File: src/rtl/seq_mult16_wb.sv
`default_nettype none
// ============================================================================
// seq_mult16_wb : sequential shift-add multiplier, signed/unsigned, with a
//                 two-cycle write-back of the double-width product.
// Revision 1.0
// ============================================================================
module seq_mult16_wb #(
    parameter int WIDTH = 16
) (
    input  logic             clk,
    input  logic             rst,
    input  logic             start,
    input  logic             signed_op,
    input  logic [WIDTH-1:0] a,
    input  logic [WIDTH-1:0] b,
    output logic             busy,
    output logic             done,
    output logic             reg_w,
    output logic             reg_sel,
    output logic [WIDTH-1:0] reg_din
);

    localparam int CW = $clog2(WIDTH);

    typedef enum logic [1:0] {
        S_IDLE  = 2'd0,
        S_CALC  = 2'd1,
        S_WB_LO = 2'd2,
        S_WB_HI = 2'd3
    } state_t;

    state_t             state_q, state_d;
    logic [2*WIDTH-1:0] acc_q, acc_d;
    logic [WIDTH-1:0]   mcand_q, mcand_d;
    logic [CW-1:0]      cnt_q, cnt_d;
    logic               neg_q, neg_d;
    logic               busy_d, done_d, reg_w_d, reg_sel_d;
    logic [WIDTH-1:0]   reg_din_d;

    logic [WIDTH-1:0]   mag_a, mag_b;
    logic [WIDTH:0]     sum;
    logic [2*WIDTH-1:0] step;

    // Magnitudes fit in WIDTH unsigned bits, so the most negative value maps to 2^(WIDTH-1).
    assign mag_a = (signed_op && a[WIDTH-1]) ? (~a + 1'b1) : a;
    assign mag_b = (signed_op && b[WIDTH-1]) ? (~b + 1'b1) : b;

    // Accumulator holds {partial product, remaining multiplier}; both shift right each step.
    assign sum  = {1'b0, acc_q[2*WIDTH-1:WIDTH]} + (acc_q[0] ? {1'b0, mcand_q} : '0);
    assign step = {sum, acc_q[WIDTH-1:1]};

    always_comb begin
        state_d   = state_q;
        acc_d     = acc_q;
        mcand_d   = mcand_q;
        cnt_d     = cnt_q;
        neg_d     = neg_q;
        busy_d    = 1'b0;
        done_d    = 1'b0;
        reg_w_d   = 1'b0;
        reg_sel_d = 1'b0;
        reg_din_d = '0;

        case (state_q)
            S_IDLE: begin
                if (start) begin
                    state_d = S_CALC;
                    mcand_d = mag_a;
                    acc_d   = {{WIDTH{1'b0}}, mag_b};
                    cnt_d   = '0;
                    neg_d   = signed_op & (a[WIDTH-1] ^ b[WIDTH-1]);
                end
            end
            S_CALC: begin
                acc_d = step;
                cnt_d = cnt_q + CW'(1);
                if (cnt_q == CW'(WIDTH-1)) begin
                    state_d   = S_WB_LO;
                    cnt_d     = '0;
                    acc_d     = neg_q ? (~step + 1'b1) : step;
                    reg_w_d   = 1'b1;
                    reg_din_d = acc_d[WIDTH-1:0];
                end
            end
            S_WB_LO: begin
                state_d   = S_WB_HI;
                reg_w_d   = 1'b1;
                reg_sel_d = 1'b1;
                reg_din_d = acc_q[2*WIDTH-1:WIDTH];
            end
            S_WB_HI: begin
                state_d = S_IDLE;
                done_d  = 1'b1;
            end
            default: state_d = S_IDLE;
        endcase

        busy_d = (state_d != S_IDLE);
    end

    always_ff @(posedge clk) begin
        if (rst) begin
            state_q <= S_IDLE;
            acc_q   <= '0;
            mcand_q <= '0;
            cnt_q   <= '0;
            neg_q   <= 1'b0;
            busy    <= 1'b0;
            done    <= 1'b0;
            reg_w   <= 1'b0;
            reg_sel <= 1'b0;
            reg_din <= '0;
        end else begin
            state_q <= state_d;
            acc_q   <= acc_d;
            mcand_q <= mcand_d;
            cnt_q   <= cnt_d;
            neg_q   <= neg_d;
            busy    <= busy_d;
            done    <= done_d;
            reg_w   <= reg_w_d;
            reg_sel <= reg_sel_d;
            reg_din <= reg_din_d;
        end
    end

endmodule
`default_nettype wire

File: config.mk
export PLATFORM = sky130hd
export DESIGN_NAME = seq_mult16_wb
export DESIGN_NICKNAME = d
export VERILOG_FILES = /design/src/rtl/seq_mult16_wb.sv
export SDC_FILE = /design/constraint.sdc
export NUM_CORES = 1
export LEC_CHECK = 0
export ABC_CLOCK_PERIOD_IN_PS = 2900
export BUFFER_PORTS_ARGS = -buffer_cell sky130_fd_sc_hd__buf_4
export CAP_MARGIN = 40
export CELL_PAD_IN_SITES_DETAIL_PLACEMENT = 1
export CELL_PAD_IN_SITES_GLOBAL_PLACEMENT = 1
export CORE_MARGIN = 1
export CORE_UTILIZATION = 35
export DETAILED_ROUTE_END_ITERATION = 8
export PLACE_DENSITY = 0.74
export SLEW_MARGIN = 5
export SYNTH_ARGS = -nofsm -noshare
export SYNTH_HDL_FRONTEND = slang
export SYNTH_SLANG_ARGS = --single-unit
File: constraint.sdc
create_clock -name clk -period 2.9 [get_ports clk]
set_clock_uncertainty 0.05 [all_clocks]
set_input_delay 0.145 -clock clk [delete_from_list [all_inputs] [get_ports clk]]
set_output_delay 0.145 -clock clk [all_outputs]
set_load 0.005 [all_outputs]
# Word-level counts from Yosys, hierarchy flattened
# Index checks and enable logic that the tools add are counted.
# W data, S select, Z words.
# totals
register_bits	75
in_bits	36
output_inout_bits	20
# classes
addsub	5
eq_ne	5
muxes	19
n_bitwise	5
reduce_logical	7
# op_table
operator	n
$mux W32	3
$mux W16	4
$pmux W32 S2	1
$add A16 B1 Y16 const B	2
$add A32 B1 Y32 const B	1
$not A16 Y16	2
$not A32 Y32	1
$pmux W16 S2	1
$add A16 B16 Y17	1
$mux W4	2
$pmux W2 S4	1
$pmux W4 S2	1
$add A4 B1 Y4 const B	1
$eq A2 B2 Y1 const B	2
$eq A4 B4 Y1 const B	1
$mux W2	2
$reduce_and A2 Y1	2
$reduce_bool A2 Y1	2
$mux W1	3
$eq A2 B1 Y1 const B	1
$logic_and A1 B1 Y1	2
$logic_not A2 Y1	1
$ne A2 B2 Y1 const B	1
$pmux W1 S2	1
other kinds (2)	2

# Logic depth before layout (Yosys ltp)
# Gate-level depths: netlist (run 1).
# depth
word_depth	7
ltp_mapped	12
depth_no_buf	11

# Worst setup path before layout (run 1)
# No wires, ideal clock.
# synth_timing
path_kind	reg2reg
startpoint	reg acc_q[0]
endpoint	reg acc_q[31]
setup_ps	117
arrival_ps	2946
t_required_ps	2733
slack_ps	-213
stages_incl_launch_ff	12
cell_sequence	dfxtp_1 > and2_1 > ha_1 > fa_1 > a21o_1 > a21oi_1 > xnor2_1 > or3_1 > nor4b_4 > a41oi_1 > xnor2_1 > a22o_1
# synth_between
elab_chain_cells	7
# synth_lines
element	line	text
start: declaration	33	logic [2*WIDTH-1:0] acc_q, acc_d;
start signal: assignment	104	acc_q <= '0;
start signal: assignment	115	acc_q <= acc_d;
$mux W16 (*)	49	assign sum = {1'b0, acc_q[2*WIDTH-1:WIDTH]} + (acc_q[0] ? {1'b0, mcand_q} : '0);
$add A16 B16 Y17 (*)	49	
$not A32 Y32	80	acc_d = neg_q ? (~step + 1'b1) : step;
$add A32 B1 Y32	80	
$mux W32	80	
$mux W32 (*)	77	if (cnt_q == CW'(WIDTH-1)) begin
$pmux W32 S2 (*)	64	case (state_q)
# Mark *: on every way between the ends. The rest lies on a longest branch, timed or not.
# A chain may end at the register's enable or synchronous reset.

# Worst setup path after layout (run 1)
# layout_timing
startpoint	reg acc_q[0]
endpoint	reg acc_q[29]
# The elaborated chain is that of the path after synthesis.

==> summary.md, run 1 <==
| Metric | Value |
|---|---|
| Data arrival, critical path | 3.32 ns |
| Hold Crit Depth | 3 |
| Failing checks | setup timing |
| Post-synthesis net count | 714 |
| Tmin final | 3.12 ns |
| Top-area cell type share of the netlist area | 29.4% |
| Terminating pin of the worst hold path | mcand_q[0] |
| Worst-path cell chain | buf_12 -> and2_4 -> fa_2 -> a21o_1 -> a211oi_4 -> xnor2_2 -> or3_4 -> nor4b_4 -> a21oi_1 -> xnor2_1 -> a22o_1 |
| Highest routed layer | met4 |
| Clk root buf | clkbuf_16 |
| Final Util | 48.6% |
| Final setup margin | -0.223 ns |
| WL met2 | 9190 um |
| Initial Util | 36.4% |
| IO Port Bufs | 55 |
| Total Wirelength | 18600 um |
| Initial DRC count | 298 |
| FFs w/ async S/R, synth | 0% |
| Antenna Nets Post-Route | 0 |
| Die Footprint | 0.0151 mm2 |
| DR pass1 iterations | 5 |
| Cell taking the most area after synthesis | dfxtp_1 |
| Vias after detailed routing | 5333 |
| Core area | 0.0140 mm2 |
| Distinct cells, synth | 61 |
| Synth area leaders | dfxtp_1 (29%), nor2_1 (7.3%), ha_1 (5.9%) |
| RSZ-0062 raised after global routing | true |
| Slew Viols, Final | 0 |
| CTS tree | done |
| Setup WS pre-CTS | -0.386 ns |
| Slowest Stage Delay on Critical Path | 0.42 ns |
| Met3 WL | 745 um |
| Initial antenna violation count | 0 |
| Mapped Area | 0.00511 mm2 |
| H-tree depth | 3 |
| Worst slew pin tran | 0.725 ns |
| R2r setup slk | -0.22 ns |
| Commonest non-fill, non-tap cells in the layout | buf_4 (119), nor2_1 (100), dfxtp_1 (74) |
| HP Start | a[0] |
| Slew HR | 51.7% |
| Layout area overhead | 33.3% |
| Wire per inst | 19.8 um |
| VDD IR-drop max | 0.000307 V |
| Fillers | 1675 |
| Met1 WL | 7770 um |
| First-pass GRT wire length | 28900 um |
| Worst-path maximum fanout | 8 |
| Status | finished with violations |
| Largest net degree at the start of global routing | 55 |
| Synthesized area per cell | 7.83 um2 |
| Die extent in y | 123 um |
| Max_cap viols | 0 |
| Fmax | 320 MHz |
| Clock buffer count from CTS | 9 |
| Chip Width | 123 um |
| P_leak | 2.71 nW |
| Synth warn | 0 |
| Hpwl dp | 13000 um |
| Hold Crit Class | input pin to flop |
| Primary FF master, synth | dfxtp_1 |
| Clock latency on the worst-skew pair | 0.36 ns |
| Vias per cell | 5.69 |
| Register area | 0.00150 mm2 |
| Worst R2R Path Depth | 11 |
| Share of cells above drive strength 1 | 26.0% |
| # nets final | 813 |
| Worst Setup Start Kind | flop |
| R2R Path Start | acc_q[0] |
| Synthesized flop and latch total | 75 |
| WP data required | 3.09 ns |
| Final setup fails | 9 |
| Slowest-stage cell, CP | or3_4 |
| Setup CP Type | flop to flop |
| DRC | 0 |
| Cts hold-fix bufs | 0 |
| Pwr dens | 435 mW/mm2 |
| Sink Count | 75 |
| Row count | 43 |
| EDFF count, synth | 0 |
| Crit Reg-Reg Endpoint | acc_q[29] |
| Worst-path clk slew | 0.06 ns |
| Register area share after synthesis | 29.4% |
| Top-Level Pins | 56 |
| Footprint of the multi-input gates | 0.00381 mm2 |
| WP buf/inv | 1 |
| Final hold viol count | 0 |
| Fin crit share | 108% |
| Bufs on Longest Clock Path | 2 |
| Most common cell after layout, fill and taps aside | buf_4 |
| CP Capture Type | flop |
| Number of global-route vias before repair | 5543 |
| Total gr overflow | 0 |
| GPL Wtd Cong | 0.856 |
| GRT Overall Usage | 25.3% |
| Mapped Cells | 653 |
| Cell family with the largest share of critical-path delay | simple AND/OR/NAND/NOR gates |
| # diodes | 0 |
-- layout make-up --
| class | instances | share of cell area, % |
|---|---|---|
| clock buffer | 11 | 3.41 |
| inverter | 15 | 0.826 |
| multi-input combinational | 529 | 55.8 |
| timing repair buffer | 122 | 14.0 |
| clock inverter | 5 | 0.551 |
| sequential | 75 | 22.0 |
| tap | 180 | 3.30 |
-- layer usage --
layer	up-vias	GRT usage, %
li1	2558	-
met1	2565	29.7
met5	-	0
met2	153	44.0
met4	0	13.6
met3	57	3.90
-- synth_stat cells (8+ instances only) --
master / instances
a211oi_1: 17
nor3_1: 16
dfxtp_1: 75
ha_1: 24
a311oi_1: 8
a21o_1: 9
inv_1: 15
xnor2_1: 33
nor2_1: 100
nand2_1: 46
or3_1: 9
nand3_1: 9
clkbuf_1: 32
a22oi_1: 16
o21ai_0: 31
a21oi_1: 48
o31ai_1: 9
and2_1: 24
xor2_1: 30
-- stage by stage --
step                      std cells  TNS (ns)  power [mW]  hold slack (ns)  instance area, um2
after floorplan                 653    -0.204        1.58            0.231                5150
after global placement          908    -0.732        1.81            0.384                6070
after detailed placement        908     -2.13        1.84            0.394                6070
after CTS                       936    -0.461        2.95           0.0243                6710
after global routing            937     -2.37        3.10           0.0339                6820
final                           937     -1.29        2.97           0.0293                6820
-- sequential cells by signal, summed over array words and instances (netlist names) --
signal and count:
acc_q 32, reg_sel 1, cnt_q 4, reg_w 1, state_q 2, reg_din 16
mcand_q 16, busy 1, neg_q 1, done 1
-- report_power, final --
| part | internal [mW] | total [mW] | switching (mW) |
|---|---|---|---|
| registers | 1.09 | 1.15 | 0.0644 |
| clock network | 0.583 | 1.05 | 0.469 |
| logic | 0.336 | 0.762 | 0.427 |
| total | 2.01 | 2.97 | 0.960 |
-- logic make-up after synthesis --
kind of cell,count (synthesis),synth area share (%)
flip-flops,75,29.4
multiplexers,3,0.587
XOR/XNOR,63,10.8
AO/OA/AOI/OAI,190,25.3
adder cells (fa/ha/maj),25,6.26
buffers and inverters,49,3.74
AND/OR/NAND/NOR,248,24.0
-- timing repair --
action	4_1_cts	5_1_grt
setup buffers	11	1
setup endpoints to repair	10	14
cloned	1	0
pin swaps	27	15
resized for setup	41	16
-- worst max-delay path by stage --
| stage | from | to | cells past startpoint |
|---|---|---|---|
| after floorplan | acc_q[0] | acc_q[31] | 11 |
| after global placement | acc_q[0] | acc_q[31] | 11 |
| after detailed placement | acc_q[0] | acc_q[27] | 11 |
| after CTS | acc_q[0] | acc_q[31] | 12 |
| after global routing | acc_q[0] | acc_q[31] | 12 |
| final | acc_q[0] | acc_q[29] | 11 |
-- tightest hold or removal path, cell delays in order --
cell and delay, ns:
buf_4 0.13, nand2_1 0.05, a21oi_1 0.05
Note: power is estimated with default switching activity, not from simulation.
==> run 2, diff against run 1 <==
ABC_CLOCK_PERIOD_IN_PS = 3300   (was 2900)
HOLD_SLACK_MARGIN = 0.03   (was default)
PLACE_DENSITY = 0.71   (was 0.74)
TNS_END_PERCENT = 20   (was default)
clock period = 3.3 ns   (was 2.9 ns; I/O delays follow)
==> run 2 against run 1 <==
The flow now finishes without violations. Clock power increased by 7%. Sequential cell count unchanged. Wire length decreased by 16%. Die area unchanged. Design area decreased by 8.8%. Critical path type unchanged.
==> summary.md, run 2 (same netlist as run 1, synthesis figures left out) <==
| Metric | Value |
|---|---|
| Status | finished clean |
| Initial Util | 36.4% |
| Clock network power share | 41.7% |
| Initial antenna violation count | 0 |
| VDD IR-drop max | 0.000249 V |
| Final setup margin | 0.110 ns |
| Die Footprint | 0.0151 mm2 |
| Cts hold-fix bufs | 0 |
| Switching share of power | 30.3% |
| Clock buffer count from CTS | 9 |
| Layout area overhead | 21.6% |
| Bufs on Longest Clock Path | 2 |
| Wire per inst | 17.5 um |
| Max reg flops | 32 |
| Initial DRC count | 261 |
| Row count | 43 |
| P_leak | 2.46 nW |
| Core area | 0.0140 mm2 |
| Final Util | 44.3% |
| CP Capture Type | flop |
| Die extent in y | 123 um |
| Total gr overflow | 0 |
| Share of cells above drive strength 1 | 17.7% |
| Total Wirelength | 15600 um |
| Worst-path clk slew | 0.07 ns |
| Sink Count | 75 |
| Most flop-heavy register | acc_q |
| Max_cap viols | 0 |
| Clock latency on the worst-skew pair | 0.35 ns |
| DRC | 0 |
| Flop pwr share | 37.8% |
| Worst slew pin tran | 0.710 ns |
| Registers with the most flip-flops | acc_q (32), mcand_q (16), reg_din (16) |
| Fillers | 1705 |
| Final hold viol count | 0 |
| Setup TNS | 0 ns |
| Switch Pwr | 0.814 mW |
| Chip Width | 123 um |
| # diodes | 0 |
| Worst-path maximum fanout | 5 |
| Top-Level Pins | 56 |
| Most common cell after layout, fill and taps aside | nor2_1 |
| Overall power | 2.69 mW |
| Setup WS pre-CTS | 0.000233 ns |
| Final setup fails | 0 |
| Vias after detailed routing | 4935 |
| GRT Overall Usage | 22.0% |
| Slew Viols, Final | 0 |
| IO Port Bufs | 55 |
| WP data required | 3.49 ns |
| H-tree depth | 3 |
| Hpwl dp | 12000 um |
| Commonest non-fill, non-tap cells in the layout | nor2_1 (100), dfxtp_1 (75), buf_4 (75) |
| Fin crit share | 96.7% |
| First-pass GRT wire length | 25500 um |
| # nets final | 767 |
| Logic gate share of total power | 20.5% |
| P_int | 1.87 mW |
| Number of global-route vias before repair | 4994 |
| CTS tree | done |
| Setup CP Type | flop to flop |
| Hold Crit Class | input pin to flop |
| Antenna Nets Post-Route | 0 |
| Vias per cell | 5.54 |
| Fmax | 313 MHz |
| Data arrival, critical path | 3.38 ns |
| Clk root buf | clkbuf_16 |
| Slew HR | 52.7% |
| Tmin final | 3.19 ns |
| GPL Wtd Cong | 0.871 |
| DR pass1 iterations | 4 |
| Worst Setup Start Kind | flop |
| Largest net degree at the start of global routing | 55 |
| Pwr dens | 432 mW/mm2 |
run 2: critical path: stages (launching register included):
cell and delay [ns]:
dfxtp_1 0.32, and2_1 0.16, ha_1 0.23, fa_2 0.38, a21o_4 0.24, a211oi_4 0.33, buf_4 0.16, o221a_2 0.21
xnor2_1 0.26, a211oi_2 0.11, a21o_1 0.22, a21o_1 0.16, a32o_1 0.25
run 2: worst paths after layout:
kind                   start         end  slack (ns)  depth (start not counted)
setup reg to reg    acc_q[0]   acc_q[30]        0.11                         12
setup / recovery    acc_q[0]   acc_q[30]        0.11                         12
hold reg to reg   mcand_q[0]  mcand_q[0]        0.41                          2
hold / removal          a[0]  mcand_q[0]        0.06                          3
run 2: power by group through the flow:
stage	Sequential (mW)	Clock [mW]	Combinational [mW]
after detailed placement	1.03	0	0.532
after CTS	1.01	1.14	0.535
after floorplan	1.01	0	0.370
final	1.01	1.12	0.552
after global placement	1.03	0	0.511
after global routing	1.02	1.18	0.616
run 2: per-stage QoR:
stage	area, um2	instances	hold WS, ns
3_5_place_dp	5730	868	0.404
6_report	6220	891	0.0584
2_1_floorplan	5110	653	0.251
3_3_place_gp	5720	867	0.398
5_1_grt	6220	891	0.0737
4_1_cts	6080	885	0.0520
run 2: area by class of cell:
| type | count | area, um2 | share of cell area, % |
|---|---|---|---|
| Timing Repair Buffer | 76 | 578 | 9.29 |
| Inverter | 15 | 56.3 | 0.905 |
| Multi-Input combinational cell | 529 | 3530 | 56.7 |
| Clock buffer | 10 | 239 | 3.84 |
| Sequential cell | 75 | 1500 | 24.1 |
| Clock inverter | 6 | 93.8 | 1.51 |
| Tap cell | 180 | 225 | 3.62 |
run 2: routing by layer:
layer / wire length [um] / track usage, %
met1: 7410 / 29.2
met2: 7350 / 36.1
met3: 582 / 3.49
met4: 253 / 7.09
met5: 0 / 0
run 2: timing repair:
item	in CTS	in global routing
pin swaps	1	7
endpoints found under the setup margin	1	7
setup buffers	1	6
gates resized for setup	2	18
==> run 3, diff against run 2 <==
CELL_PAD_IN_SITES_GLOBAL_PLACEMENT = 2   (was 1)
PLACE_DENSITY = 0.85   (was 0.71)
==> run 3 against run 2 <==
Non-clock buffer count decreased by 4. Wire length increased by 1.3%. Sequential power about the same. Sequential share of layout area increased by 0.52 points. Final cell count decreased by 0.45%. Power decreased by 7.9%. Critical endpoint is now acc_q[25].
==> summary.md, run 3 (same netlist as run 1, synthesis figures left out) <==
| Metric | Value |
|---|---|
| Status | finished clean |
| Slew Viols, Final | 0 |
| Final setup fails | 0 |
| Number of global-route vias before repair | 4964 |
| CTS tree | done |
| IO Port Bufs | 55 |
| Die extent in y | 123 um |
| Total gr overflow | 0 |
| Layout area overhead | 19.1% |
| Hpwl dp | 12200 um |
| Most common cell after layout, fill and taps aside | nor2_1 |
| HP Start | a[0] |
| Worst-path maximum fanout | 3 |
| Pwr dens | 406 mW/mm2 |
| Top-Level Pins | 56 |
| Chip Width | 123 um |
| Hold Crit Class | input pin to flop |
| Bufs on Longest Clock Path | 2 |
| Worst slew pin tran | 0.734 ns |
| Registers with the most flip-flops | acc_q (32), mcand_q (16), reg_din (16) |
| CP Capture Type | flop |
| Row count | 43 |
| DR pass1 iterations | 4 |
| P_leak | 2.41 nW |
| Antenna Nets Post-Route | 0 |
| Die Footprint | 0.0151 mm2 |
| Largest net degree at the start of global routing | 55 |
| Fin crit share | 97.2% |
| Sink Count | 75 |
| Fmax | 312 MHz |
| Total Wirelength | 15800 um |
| Data arrival, critical path | 3.37 ns |
| Max_cap viols | 0 |
| R2R Path Start | acc_q[0] |
| WP data required | 3.46 ns |
| DRC | 0 |
| Slew HR | 51.1% |
| GPL Wtd Cong | 0.883 |
| RSZ-0062 raised after global routing | true |
| Worst hold slack | 0.0551 ns |
| Fillers | 1718 |
| Worst-path clk slew | 0.06 ns |
| Worst Setup Start Kind | flop |
| Placed inst area | 0.00571 mm2 |
| GRT Overall Usage | 21.8% |
| Clock latency on the worst-skew pair | 0.34 ns |
| Core area | 0.0140 mm2 |
| Initial Util | 36.4% |
| Share of cells above drive strength 1 | 16.3% |
| # diodes | 0 |
| Design area | 0.00609 mm2 |
| Initial DRC count | 238 |
| H-tree depth | 3 |
| Tmin final | 3.21 ns |
| Setup CP Type | flop to flop |
| Wire per inst | 17.8 um |
| Max reg flops | 32 |
| Final hold viol count | 0 |
| Vias per cell | 5.60 |
| Clock buffer count from CTS | 9 |
| Clk root buf | clkbuf_16 |
| Commonest non-fill, non-tap cells in the layout | nor2_1 (100), dfxtp_1 (75), buf_4 (72) |
| VDD IR-drop max | 0.000250 V |
| Initial antenna violation count | 0 |
| Footprint of the multi-input gates | 0.00350 mm2 |
| Register area | 0.00150 mm2 |
| Most flop-heavy register | acc_q |
| Crit path from | acc_q[0] |
| # nets final | 763 |
| Vias after detailed routing | 4963 |
| First-pass GRT wire length | 25400 um |
| Setup TNS | 0 ns |
-- run 3: cell types whose count changed in the layout (fill, tap and decap cells not counted), sizes merged --
cell / change
bufinv: -2
clkinv: +3
inv: -1
buf: -4
-- run 3: per-layer routing --
metal | routed length [um] | vias to the layer above | global-route usage, %
met3 | 558 | 13 | 3.39
met5 | 0 | - | 0
met4 | 242 | 0 | 6.78
met1 | 7450 | 2414 | 28.5
met2 | 7530 | 81 | 36.8
li1 | - | 2455 | -
-- run 3: path summary, 6_finish.rpt --
check	to	slack [ns]	depth (start not counted)
min reg2reg	mcand_q[0]	0.40	2
max reg2reg	acc_q[25]	0.09	11
min	mcand_q[0]	0.06	3
max	acc_q[25]	0.09	11
-- run 3: per-stage QoR --
step	instances	worst slack (ns)	power [mW]	util (%)
5_1_grt	887	-0.0909	2.60	43.4
3_5_place_dp	866	0.0159	1.56	40.7
4_1_cts	882	0.0201	2.48	42.7
6_report	887	0.0911	2.47	43.4
2_1_floorplan	653	0.187	1.38	-
3_3_place_gp	865	0.111	1.54	40.6
-- run 3: timing repair --
item | 4_1_cts | 5_1_grt
setup buffers | 0 | 5
hold buffers | 0 | 0
pin swaps | 0 | 4
gates resized for setup | 2 | 12
setup endpoints to repair | 1 | 7
-- run 3: power breakdown --
| group | total [mW] | switching, mW | leakage, nW | internal (mW) |
|---|---|---|---|---|
| registers | 1.02 | 0.0594 | 0.611 | 0.956 |
| logic | 0.541 | 0.323 | 1.67 | 0.219 |
| clock network | 0.917 | 0.408 | 0.133 | 0.509 |
-- run 3: cell type report --
cell class | count | share of cell area [%]
clock inverters | 6 | 0.658
well taps | 180 | 3.70
inverters | 15 | 0.925
flip-flops and latches | 75 | 24.7
multi-input cells | 529 | 57.4
clock buffers | 10 | 3.76
repair buffers | 72 | 8.88
-- run 3: worst max-delay path: stages (launching register included) --
cell and delay [ns]:
dfxtp_1 0.32, and2_1 0.16, ha_1 0.23, fa_2 0.38, a21o_1 0.24, a211oi_4 0.31
xnor2_1 0.13, or3_4 0.38, o41ai_1 0.52, xnor2_1 0.13, a22oi_1 0.18, nor2_1 0.05
